**config.mk**
```make
export PLATFORM = sky130hd
export DESIGN_NAME = fifo_rd_filter
export DESIGN_NICKNAME = d
export VERILOG_FILES = /design/src/rtl/raf_pkg.sv /design/src/rtl/sat_cnt.sv /design/src/rtl/fifo_rd_filter.sv
export SDC_FILE = /design/constraint.sdc
export NUM_CORES = 1
export LEC_CHECK = 0
export CORE_ASPECT_RATIO = 0.9
export CORE_MARGIN = 2
export CORE_UTILIZATION = 40
export CTS_CLUSTER_DIAMETER = 30
export DETAILED_ROUTE_END_ITERATION = 7
export PLACE_DENSITY = 0.85
export SYNTH_ARGS = -nofsm -noshare
export SYNTH_HDL_FRONTEND = slang
export SYNTH_SLANG_ARGS = --single-unit
```
**constraint.sdc**
```tcl
create_clock -name CLK -period 2.1 [get_ports CLK]
set_input_delay 0.63 -clock CLK [delete_from_list [all_inputs] [get_ports CLK]]
set_output_delay 0.63 -clock CLK [all_outputs]
set_load 0.02 [all_outputs]
```
**src/rtl/raf_pkg.sv**
```systemverilog
// ---------------------------------------------------------------------------
// raf_pkg
// Shared definitions for the FIFO read-and-filter stage.
//   DATA_W      : default FIFO word width
//   CNT_W       : default width of the accepted-byte counter
//   raf_state_t : read sequencer states (IDLE, REQ, WAIT, CAP)
//   nib_accept  : nibble-compare filter, true when upper nibble > lower nibble
// ---------------------------------------------------------------------------
package raf_pkg;

    localparam int DATA_W = 8;
    localparam int CNT_W  = 8;

    typedef enum logic [1:0] {
        IDLE = 2'd0,
        REQ  = 2'd1,
        WAIT = 2'd2,
        CAP  = 2'd3
    } raf_state_t;

    // A byte passes the filter when its upper half, read as an unsigned
    // number, is strictly larger than its lower half. Equal halves fail.
    function automatic logic nib_accept(input logic [DATA_W-1:0] b);
        return (b[DATA_W-1:DATA_W/2] > b[DATA_W/2-1:0]);
    endfunction

endpackage

```
**src/rtl/sat_cnt.sv**
```systemverilog
// ---------------------------------------------------------------------------
// sat_cnt
// Up-counter that sticks at all-ones instead of wrapping.
//   CLK : system clock, rising edge
//   RST : synchronous active-high clear
//   inc : count request for this cycle
//   q   : current count
//   sat : high in a cycle where inc arrives while q is already all-ones
// ---------------------------------------------------------------------------
module sat_cnt #(
    parameter int W = 8
) (
    input  logic         CLK,
    input  logic         RST,
    input  logic         inc,
    output logic [W-1:0] q,
    output logic         sat
);

    logic at_max;

    assign at_max = &q;

    // The counter only advances while there is headroom left; once it hits
    // all-ones further increments are dropped so the value never wraps back
    // to a small number that would look plausible on the display.
    always_ff @(posedge CLK) begin
        if (RST) begin
            q <= '0;
        end else if (inc && !at_max) begin
            q <= q + {{(W-1){1'b0}}, 1'b1};
        end
    end

    // Flags a lost increment so the parent can keep a sticky overflow bit.
    assign sat = inc & at_max;

endmodule

```
**src/rtl/fifo_rd_filter.sv**
```systemverilog
// ---------------------------------------------------------------------------
// fifo_rd_filter
// Drains the display-side byte FIFO one word at a time, checks each word
// against the nibble-compare filter and counts the accepted ones.
//   CLK    : system clock, rising edge
//   RST    : synchronous active-high reset
//   Enwrk  : global work enable
//   ENraf  : read-and-filter enable
//   empty  : FIFO empty flag
//   q      : FIFO read data, valid RD_LAT cycles after the rdreq edge
//   rdreq  : single-cycle FIFO read request
//   bc     : saturating count of accepted bytes
//   last_q : most recently captured byte, accepted or not
//   busy   : high while a read is in flight
//   ovf    : sticky, set when an accept arrives with bc already at maximum
// RD_LAT selects FIFO read latency; 2 inserts a WAIT cycle, any other value
// behaves as 1.
// ---------------------------------------------------------------------------
module fifo_rd_filter #(
    parameter int DATA_W = raf_pkg::DATA_W,
    parameter int CNT_W  = raf_pkg::CNT_W,
    parameter int RD_LAT = 1
) (
    input  logic              CLK,
    input  logic              RST,
    input  logic              Enwrk,
    input  logic              ENraf,
    input  logic              empty,
    input  logic [DATA_W-1:0] q,
    output logic              rdreq,
    output logic [CNT_W-1:0]  bc,
    output logic [DATA_W-1:0] last_q,
    output logic              busy,
    output logic              ovf
);

    import raf_pkg::*;

    raf_state_t state;
    raf_state_t state_nxt;
    logic       go;
    logic       cap;
    logic       accept;
    logic       sat;

    assign go = Enwrk & ENraf & ~empty;

    // Use the shared filter function at its native width; other widths fall
    // back to the same upper-half versus lower-half compare written inline.
    if (DATA_W == raf_pkg::DATA_W) begin : g_pkg_filter
        assign accept = nib_accept(q);
    end else begin : g_gen_filter
        assign accept = (q[DATA_W-1:DATA_W/2] > q[DATA_W/2-1:0]);
    end

    // State register. Reset drops any read already issued to the FIFO, so
    // a byte popped but not yet captured is simply never counted.
    always_ff @(posedge CLK) begin
        if (RST) begin
            state <= IDLE;
        end else begin
            state <= state_nxt;
        end
    end

    // Next-state logic. The enables are looked at only in IDLE and CAP: once
    // a request has gone out the sequence always runs through to capture,
    // because the FIFO has already popped the word. CAP chains straight into
    // the next REQ so a steady stream costs 1+RD_LAT cycles per byte.
    always_comb begin
        state_nxt = state;
        case (state)
            IDLE: begin
                if (go) begin
                    state_nxt = REQ;
                end
            end
            REQ: begin
                state_nxt = (RD_LAT == 2) ? WAIT : CAP;
            end
            WAIT: begin
                state_nxt = CAP;
            end
            CAP: begin
                state_nxt = go ? REQ : IDLE;
            end
            default: begin
                state_nxt = IDLE;
            end
        endcase
    end

    assign rdreq = (state == REQ);
    assign busy  = (state != IDLE);
    assign cap   = (state == CAP);

    // Capture register for the returned word. It keeps its value when the
    // enables drop, so the display still shows the last byte seen.
    always_ff @(posedge CLK) begin
        if (RST) begin
            last_q <= '0;
        end else if (cap) begin
            last_q <= q;
        end
    end

    sat_cnt #(
        .W(CNT_W)
    ) u_bc (
        .CLK(CLK),
        .RST(RST),
        .inc(cap & accept),
        .q  (bc),
        .sat(sat)
    );

    // Overflow flag: once an accepted byte has been lost to saturation the
    // flag stays up until reset, so a stuck 255 on the display can be
    // told apart from exactly 255 accepted bytes.
    always_ff @(posedge CLK) begin
        if (RST) begin
            ovf <= 1'b0;
        end else if (sat) begin
            ovf <= 1'b1;
        end
    end

endmodule

```
# --- Word level (Yosys, flattened, before mapping) ---
# Index checks and enable logic that the tools add are counted.
word_totals:
  ff_bits: 19
  in_bits: 13
  output_inout_bits: 19
classes:
  n_addsub: 1
  magnitude_cmp: 1
  n_eq_ne: 4
  muxes: 3
  bitwise_logic: 5
  reduce_logical: 6
op_table:
  columns: ["cell", "n"]
  rows:
  - ["8-bit by 1-bit adder with 8-bit output (second input constant)", 1]
  - ["8-bit AND reduction", 1]
  - ["2-bit one-hot mux with 3 select lines", 1]
  - ["1-bit AND", 4]
  - ["2-bit == test (second input constant)", 2]
  - ["4-bit > comparator", 1]
  - ["2-bit by 1-bit == test with 1-bit output (second input constant)", 1]
  - ["2-bit logical NOT", 1]
  - ["2-bit two-way mux", 1]
  - ["2-bit != test (second input constant)", 1]
  - ["2-bit nonzero test", 1]
  - ["2-bit OR reduction", 1]
  - ["1-bit logical AND", 1]
  - ["1-bit logical NOT", 1]
  - ["1-bit two-way mux", 1]
  - ["1-bit NOT", 1]

# --- Longest topological paths before layout ---
logic_depth:
  ltp_word: 4
  mapped_depth: 7
  mapped_depth_nobuf: 7

# --- Cells and area by module ---
# Synthesis repeated with hierarchy kept, for this count alone.
hier_totals:
  cells_unflattened: 105
  area_unflattened_um2: 998.5
modules_own_cells:
  columns: ["module", "instances", "cells_each", "area_per_inst_um2"]
  rows:
  - ["fifo_rd_filter", 1, 60, 586.8]
  - ["sat_cnt", 1, 45, 411.6]

# --- Worst setup path before layout ---
# No wires, ideal clock.
synth_path:
  path_kind: "input -> register"
  startpoint: "in q[1]"
  endpoint: "reg u_bc.q[5]"
  setup_ns: 0.121
  arrival_time_ns: 1.994
  setup_slack_ns: -0.015
  cell_stages: 7
  path_buffers: 0
  path_cell_list: "inv_1 > ha_1 > nor2b_2 > o211ai_2 > a21o_4 > nor4_1 > mux2_2"
synth_between:
  elab_chain_cells: 3
synth_lines:
  columns: ["element", "line", "source"]
  rows:
  - ["start: declaration", "fifo_rd_filter.sv:29", "input logic [DATA_W-1:0] q,"]
  - ["4-bit > comparator", "raf_pkg.sv:24", "return (b[DATA_W-1:DATA_W/2] > b[DATA_W/2-1:0]);"]
  - ["1-bit AND", "fifo_rd_filter.sv:112", ".inc(cap & accept),"]
  - ["1-bit logical AND", "sat_cnt.sv:30", "end else if (inc && !at_max) begin"]
  - ["end signal: assignment", "sat_cnt.sv:31", "q <= q + {{(W-1){1'b0}}, 1'b1};"]
  - ["end: declaration", "sat_cnt.sv:16", "output logic [W-1:0] q,"]
# Every way passes these cells.
# A chain may end at the register's enable or synchronous reset.

# --- Worst setup path in the final report ---
layout_path:
  startpoint: "in q[5]"
  endpoint: "reg u_bc.q[4]"
# Same word-level chain as after synthesis.

==> key figures <==
Clock tree
  • CTS Buf Count: 3
  • Skew-Pair Late Insertion Delay: approximately 0.29 ns
  • CTS tree: done
  • # hold bufs at CTS: 0
  • H-tree depth: 1
  • Postcts setup bufs: 0
  • Worst-case clock buffer depth: 2
  • Clock-pin slew on the worst setup and hold paths: 0.10 ns
  • CTS Sinks: 19
  • Root Driver: clkbuf_4

Hold path
  • Hold Path Depth: 2
  • Hold Path Class: flop to flop

Synthesis
  • YS warnings: 0
  • Flops & latches, synth: 19
  • Syn Inst Count: 110
  • Synthesized cell area: approximately 970 um^2
  • Count of cell types in the netlist: 27
  • Post-synthesis sequential area ratio: between 30% and 40%
  • Mapped Avg Cell Area: slightly below 9 um^2
  • Synthesized net count: 132

Floorplanning
  • Die Ht: 50.74 um
  • Die Area: between 0.002 and 0.003 mm^2
  • Starting utilization of the core area: a little over two fifths
  • Die W: 55.93 um
  • IO Count: 32
  • Core area: about 0.0022 mm^2
  • Row count: 16

STA
  • Fin crit share: 98.45%
  • Rel. slew slack: between 60% and 70%
  • Post-route minimum period: between 2 and 2.5 ns
  • Final setup viols: 0
  • Final hold vios: 0
  • RSZ-0062 raised after global routing: no
  • Final Skew: ~0.0038 ns
  • Worst Tran Pin Value: between 0.4 and 0.5 ns
  • Hold Slack: roughly 0.50 ns
  • FMAX: between 400 and 500 MHz
  • Slew Viols, Final: 0

Setup path
  • FF-to-FF path depth: 6
  • Buf/Inv on CP: 1
  • Setup crit start kind: primary input
  • Critical path type: primary input to flop
  • Worst Path Arrival: 2.30 ns
  • Crit path capture type: flop
  • CP delay by family, top: simple AND/OR/NAND/NOR gates
  • CP Cell Sequence: dlygate4sd2_1 -> ha_4 -> nor2b_4 -> o211ai_2 -> a21o_4 -> or4_4 -> a21oi_2
  • Crit path max fanout: 5
  • Crit-path max cell delay: 0.51 ns
  • Critical path depth in cells: 7
  • Critical Path RT: around 2.3 ns
  • Worst path slowest cell: or4_4

Finish
  • Register area: between 300 and 400 um^2
  • # fillers: 190
  • Area grow syn2layout: 47.55%
  • # diodes: 0
  • # nets final: 170
  • Proportion of layout cells with a drive suffix above 1: between 10% and 20%
  • Multi-input combinational cell area: 613.1 um^2

Placed design
  • Dpl hpwl: ~1700 um
  • Routability cong.: 0.7275
  • IO Port Bufs: 31

Power and ir drop
  • Peak VDD IR: 0.0005709 V
  • Leak: between 0.0005 and 0.0006 uW
  • Total power per unit cell area: 644.4 mW/mm^2
  • Total Power Consumption: about 920 uW

Run status
  • Status: finished, final reports clean

Global routing
  • Antenna violations before repair: 0
  • GR Util All Layers: between 15 and 20%
  • Vias in the first global route: between 800 and 900
  • Congestion Overflow GR: 0
  • Largest net degree at the start of global routing: 12
  • First-pass GRT wire length: a little under 4000 um

Drt
  • Drt wl/cell: roughly 14 um
  • Post-DRT Antenna Nets: 0
  • Initial drt markers: 16
  • DR vias: 919
  • Drt first pass iters: 4
  • Via/cell ratio: about 5.3
  • Overall routed net length: around 2400 um
  • DRC: 0

Flow run
  • MaxCap Viol Count: 0
layer usage:
metal	part of all wire (%)	global-route usage, %	up-vias
li1	-	-	461
met1	44	20.03	437
met2	51	32.34	17
met3	3.0	2.577	4
met4	1.4	5.952	0
met5	0	0	-
registers in the layout (all words and copies together), names as in the netlist:
signal,cells
u_bc.q,8
state,2
ovf,1
last_q,8
layout make-up:
cell class	instances	area share (%)
multi-input combinational	78	42.79
sequential	19	26.64
timing repair buffer	37	24.02
inverter	9	2.358
tap	27	2.358
clock buffer	4	1.834
stage by stage:
stage	setup WS (ns)	instance area [um^2]	cells	util (%)	setup TNS, ns
finish	0.03250	1433	174	63.90	0
global route	0.007102	1433	174	63.90	0
CTS	0.05269	1430	174	63.78	0
detailed placement	-0.5558	1343	170	59.88	-3.888
global placement	-0.5071	1343	170	59.88	-3.475
floorplan	0.01320	977.2	110	-	0
tightest hold or removal path, cell delays in order (launching register included):
cell,delay [ns]
dfxtp_1,0.34
mux2i_1,0.06
nor2_1,0.07
cell usage in the layout, fill, tap and decap left out, types with 2 or more instances in the layout:
master           count
dlygate4sd2_1        9
buf_4                6
ha_1                 5
a21oi_1              9
nor3_1               3
ha_4                 3
inv_1                6
inv_2                3
nand3_1              4
o31ai_1              3
mux2i_1              8
clkbuf_4             3
a21oi_2              2
nand2_1              5
clkdlybuf4s50_1     21
nor2_1              17
dfxtp_1             18
o21ai_0              3
cells in the mapped netlist:
master    instances  share of area (%)
o21ai_0           3                1.5
mux2_2            1                1.2
inv_1             9                3.5
nand3_1           4                2.1
a21o_4            1                1.5
ha_1              9                 12
nand4_1           1               0.64
o31ai_1           3                2.3
dfxtp_1          19                 39
a311oi_1          1               0.90
or3_1             2                1.3
mux2i_1           8                8.2
nand2_1           5                1.9
clkbuf_1          2               0.77
nor2b_2           1               0.90
a41o_1            1                1.0
and4b_1           1                1.0
nor4_1            1               0.64
nor2_1           17                6.6
nor3_1            3                1.5
buf_6             1                1.2
nand3b_1          1               0.77
buf_2             1               0.51
or4_1             2                1.5
nor2b_1           1               0.64
o211ai_2          1                1.3
a21oi_1          11                5.7
final timing paths:
path                               start  slack [ns]                     end
hold / removal    last_q[0]$_SDFFE_PP0P_        0.50  last_q[0]$_SDFFE_PP0P_
setup / recovery                    q[5]        0.03  u_bc.q[4]$_SDFFE_PP0P_
hold reg to reg   last_q[0]$_SDFFE_PP0P_        0.50  last_q[0]$_SDFFE_PP0P_
setup reg to reg  u_bc.q[0]$_SDFFE_PP0P_        0.44  u_bc.q[3]$_SDFFE_PP0P_
logic make-up (layout without fill, tap and decap cells):
| family | Yosys count | count (layout) | share of synthesized area [%] |
|---|---|---|---|
| flops | 19 | 19 | 39.17 |
| compound gates | 21 | 21 | 14.30 |
| simple gates | 39 | 39 | 19.59 |
| buf+inv | 13 | 50 | 5.927 |
| fa+ha+maj | 9 | 9 | 11.60 |
| mux | 9 | 9 | 9.407 |
power breakdown:
group          leakage [uW]  internal (uW)  switching, uW
Combinational      0.000362            144            184
Clock             0.0000150           73.8            108
Sequential         0.000154            391           22.2
Total              0.000531            609            314
timing repair:
| action | CTS | global route |
|---|---|---|
| gates resized for setup | 24 | 2 |
| pin swaps | 7 | 1 |
| endpoints found under the setup margin | 10 | 3 |
(Power assumes the default switching activity.)
